File: src/rtl/sigmoid_table_loader_pkg.sv
// rtl/sigmoid_table_loader_pkg.sv - shared types and widths for the sigmoid table loader
//
// Purpose: holds the loader FSM state encoding and the data/address widths
// used by the loader and by the sigmoid register bank it feeds.

package sigmoid_table_loader_pkg;

  // Width of one sigmoid table value
  localparam int DATA_W = 4;

  // Width of the register-bank address (covers up to 32 entries)
  localparam int ADDR_W = 5;

  // Largest table the address space can hold
  localparam int MAX_ENTRIES = 1 << ADDR_W;

  typedef enum logic {
    IDLE = 1'b0,
    LOAD = 1'b1
  } state_t;

endpackage : sigmoid_table_loader_pkg

File: src/rtl/sigmoid_table_loader.sv
// rtl/sigmoid_table_loader.sv - streams sigmoid table values into the sigmoid register bank
//
// Purpose: on a start pulse, accepts NUM_ENTRIES values from an upstream
// valid/ready stream and writes each one, one cycle after acceptance, to
// consecutive addresses of the sigmoid register bank. A running XOR of the
// accepted values is kept as a checksum.
//
// Ports:
//   clk          rising-edge clock
//   n_rst        asynchronous active-low reset
//   start        single-cycle request to begin a load sequence (IDLE only)
//   in_valid     upstream value present
//   in_data      upstream table value (bit 0 is the MSB)
//   in_ready     loader accepts in_data this cycle (high throughout LOAD)
//   write_en     register-bank write strobe
//   address_out  register-bank address (bit 0 is the MSB)
//   data_out     register-bank write data
//   busy         sequence in progress, including the final write cycle
//   done         one-cycle pulse coincident with the final write
//   checksum     XOR of all values accepted in the current or last sequence

module sigmoid_table_loader
  import sigmoid_table_loader_pkg::*;
#(
  parameter int NUM_ENTRIES = 32
) (
  input  logic              clk,
  input  logic              n_rst,
  input  logic              start,
  input  logic              in_valid,
  input  logic [0:DATA_W-1] in_data,
  output logic              in_ready,
  output logic              write_en,
  output logic [0:ADDR_W-1] address_out,
  output logic [0:DATA_W-1] data_out,
  output logic              busy,
  output logic              done,
  output logic [DATA_W-1:0] checksum
);

  // Address of the final entry; the counter stops here rather than wrapping
  localparam logic [ADDR_W-1:0] LAST_ADDR = ADDR_W'(NUM_ENTRIES - 1);

  state_t            state;
  logic [ADDR_W-1:0] counter;
  logic              accept;

  // Ready is a pure decode of the state register so upstream never sees a
  // combinational path from in_valid back to in_ready.
  assign in_ready = (state == LOAD);
  assign accept   = in_valid & in_ready;

  always_ff @(posedge clk or negedge n_rst) begin
    if (!n_rst) begin
      state       <= IDLE;
      counter     <= '0;
      address_out <= '0;
      data_out    <= '0;
      checksum    <= '0;
      write_en    <= 1'b0;
      done        <= 1'b0;
      busy        <= 1'b0;
    end else begin
      // Strobes default low; only an accepted beat raises write_en next cycle
      write_en <= accept;
      done     <= 1'b0;

      case (state)
        IDLE: begin
          busy <= 1'b0;
          // The done cycle is spent in IDLE; a start arriving then is dropped
          if (start && !done) begin
            state    <= LOAD;
            counter  <= '0;
            checksum <= '0;
            busy     <= 1'b1;
          end
        end

        LOAD: begin
          busy <= 1'b1;
          if (accept) begin
            address_out <= counter;
            data_out    <= in_data;
            checksum    <= checksum ^ in_data;
            if (counter == LAST_ADDR) begin
              // busy stays high for the cycle carrying the final write
              state <= IDLE;
              done  <= 1'b1;
            end else begin
              counter <= counter + 1'b1;
            end
          end
        end

        default: state <= IDLE;
      endcase
    end
  end

endmodule : sigmoid_table_loader

File: config.mk
export PLATFORM = sky130hd
export DESIGN_NAME = sigmoid_table_loader
export DESIGN_NICKNAME = d
export VERILOG_FILES = /design/src/rtl/sigmoid_table_loader_pkg.sv /design/src/rtl/sigmoid_table_loader.sv
export SDC_FILE = /design/constraint.sdc
export NUM_CORES = 1
export LEC_CHECK = 0
export CAP_MARGIN = 25
export CORE_UTILIZATION = 45
export DETAILED_ROUTE_END_ITERATION = 8
export PLACE_DENSITY = 0.76
export SLEW_MARGIN = 20
export SYNTH_ARGS = -nofsm -noshare
export SYNTH_HDL_FRONTEND = slang
export SYNTH_SLANG_ARGS = --single-unit
File: constraint.sdc
create_clock -name clk -period 2 [get_ports clk]
set_input_delay 0.3 -clock clk [delete_from_list [all_inputs] [get_ports clk]]
set_output_delay 0.3 -clock clk [all_outputs]
set_load 0.02 [all_outputs]
==> run_results.csv <==
group,metric,value,unit
final_layout,layoutNonFillerInstCount,123,
routing,drc,0,
setup_path,cp-start-kind,"register",
placed_design,dp_hpwl,1185,um
global_routing,grt_pass1_wl,2601,um
timing,tightestPinTransition,0.3020,ns
timing,finalCriticalPeriod,1.782,ns
placed_design,port_buffers,24,
setup_path,path_cells,"ha_1, and3_1, ha_1, and3b_2, nor2_1, mux2_2",
placed_design,placed_area,1166,um2
clock_network,holdBufCountCts,0,
status,status,"completed",
yosys,synth_top_area_share,61.03,%
yosys,synth_area_leaders,"dfrtp_1 (61%), mux2_2 (7.5%), nand3_1 (3.9%)",
clock_network,htree_levels,1,
floorplanning,initial_core_util,50.07,%
clock_network,cts_buffer_depth,2,
setup_path,worstPathMaxFanout,5,
setup_path,r2r_cells,6,
clock_network,path_clk_slew,0.12,ns
routing,drt_iter0_markers,5,
placed_design,place_ws,0.2445,ns
yosys,synth_cell_type_count,21,
timing,hold_viol,0,
clock_network,insertion_delay,0.31,ns
routing,wl,1644,um
placed_design,dpl.cell_count,120,
routing,highest_layer,"met4",
yosys,synth_cells,71,
final_layout,synthToLayoutAreaGrowth,31.76,%
global_routing,first_global_vias,571,
routing,vias_per_cell,5.195,
yosys,synth-seq-cells,22,
yosys,syn_avg_cell_area,12.71,um2
floorplanning,rows,15,
yosys,yosysSeqAreaShare,61.03,%
yosys,synth_largest_area_cell,"dfrtp_1",
global_routing,antenna_found_initial,0,
placed_design,globalplace.congestion,0.7579,
routing,vias,639,
setup_path,cp_slowest_stage_delay,0.44,ns
setup_path,cpMostUsedCell,"ha_1",
clock_network,cts_resized,0,
global_routing,grt_start_max_net_pins,23,
yosys,synth_warnings,0,
clock_network,cts_root_buf,"clkbuf_4",
yosys,synth_top_family_by_area,"simple AND/OR/NAND/NOR gates",
yosys,synth_compound_area_share,5.270,%
final_layout,antennaDiodeCount,0,
final_layout,design_area,1189,um2
yosys,synth_flop_cell,"dfrtp_1",
power,power_density,1122,nW/um2
setup_path,cp_slowest_cell,"dfrtp_1",
yosys,synth_area,902.1,um2
clock_network,cts_tree,"done",
setup_path,end_kind,"register",
final_layout,nets,110,
routing,drt_pass1_iterations,4,
timing,max-slew-margin-rel,79.80,%
clock_network,cts_setup_buffers,0,
floorplanning,die_w,46.78,um
power,irDropWorstVdd,0.6025,mV
routing,dr_wl_met3,90,um
yosys,synthesis.nets,81,
floorplanning,core_area,1802,um2
routing,drt-met1-wl,736,um
worst_hold_path,hp-class,"in -> async",
setup_path,worst_ep_arrival_time,1.99,ns
yosys,async_flop_share,100.0,%
routing,routedWlPerCell,13.37,um
yosys,synth_xor_area_share,1.942,%
clock_network,cts_buffers,3,
final_layout,nFillCells,158,
timing,fmax,0.5610,GHz
setup_path,crit_required,2.21,ns
power,total_power,0.001334,W
yosys,synth-edff-count,0,
final_layout,drive_gt1_share,15.31,%
timing,finalWorstSetupSlack,0.2176,ns
floorplanning,die_h,46.78,um
timing,setup_violations,0,
timing,fin_skew,0.008556,ns
floorplanning,die_area,2188,um2
power,p_leak,0.5397,nW
floorplanning,ios,25,
routing,wl_met2,773,um
yosys,synth_fa_ha_area_share,2.774,%
flow_run,max_cap_violations,0,
global_routing,grt_use_total,18.34,%
clock_network,clock-sinks,22,
yosys,yosys.area_share.simple,17.06,%
timing,setup_tns,0,ns
timing,drv_slew,0,
yosys,synthMuxAreaShare,8.599,%
timing,rsz0062_at_grt,"no",
routing,detail-route-antenna-nets,0,
setup_path,criticalPathCategory,"reg -> reg",
global_routing,overflow,0,
timing,fin_crit_sh,89.12,%
## where the power goes
part | internal (W) | switching, W
Sequential | 0.000567 | 0.0000931
Combinational | 0.000254 | 0.000222
Clock | 0.0000703 | 0.000127
Total | 0.000892 | 0.000442
## registers in the layout, summed over array words and instances (netlist names)
signal / cells
data_out: 4
counter: 5
in_ready: 1
write_en: 1
address_out: 5
checksum: 4
busy: 1
done: 1
## final cells by class
type,count,area (um2),share of cell area (%)
Multi-Input combinational cell,45,321.6,27.05
Timing Repair Buffer,26,255.2,21.47
Tap cell,25,31.28,2.632
Clock buffer,3,22.52,1.895
Inverter,2,7.507,0.6316
Sequential cell,22,550.5,46.32
## path summary, 6_finish.rpt
check	endpoint	slack [ns]	start
setup / recovery	counter[0]	0.22	counter[0]
setup reg to reg	counter[0]	0.22	counter[0]
min in group clk	checksum[1]	0.48	checksum[1]
hold reg to reg	checksum[1]	0.48	checksum[1]
hold / removal	done	0.32	n_rst
max in group asynchronous	counter[4]	1.46	n_rst
## stage by stage
stage,utilization [%],hold slack [ns]
floorplan,-,0.004409
global placement,64.72,0.4592
detailed placement,64.72,0.4630
CTS,65.97,0.3294
global route,65.97,0.3386
finish,65.97,0.3197
## critical path: cells and delay by family (launching register included)
family / cells / cell delay (ns)
AND/OR/NAND/NOR: 3 / 0.55
flip-flops: 1 / 0.44
adder cells (fa/ha/maj): 2 / 0.43
multiplexers: 1 / 0.26
## cells in the mapped netlist, types with 2 or more instances
master   instances
ha_1             2
o21ai_1          3
buf_6            2
nand3_1          7
xor2_1           2
nand2_1          9
nor2_1           3
a22o_1           2
inv_1            2
dfrtp_1         22
mux2_2           6
and3_1           2
## placed cells by master, fill, tap and decap left out
cell             netlist  final
a22o_1                 2      2
inv_1                  2      2
nand4_1                1      1
nor2_1                 3      3
or3b_4                 1      1
nand4b_1               1      1
clkdlybuf4s50_1        0     24
and3_1                 2      2
nand2_2                1      1
nor3b_4                1      1
a21o_1                 1      1
a21boi_0               1      1
o21ai_1                3      3
ha_1                   2      2
and3b_2                1      1
nand2_1                9      9
mux2_2                 6      6
mux2i_1                1      1
nand3_1                7      7
clkbuf_4               0      3
buf_4                  0      2
xor2_1                 2      2
dfrtp_1               22     22
## per-layer routing
metal  global-route usage, %  vias up
met5                       0        -
met3                   3.462        4
met2                   27.50       23
met1                   24.49      307
met4                   12.00        0
li1                        -      305
## cells by family after synthesis
kind of cell / after synthesis
AND/OR/NAND/NOR: 27
flip-flops: 22
AO/OA/AOI/OAI: 7
multiplexers: 7
buffers and inverters: 4
XOR/XNOR: 2
adder cells (fa/ha/maj): 2
Power figures use the tool's default switching activity.
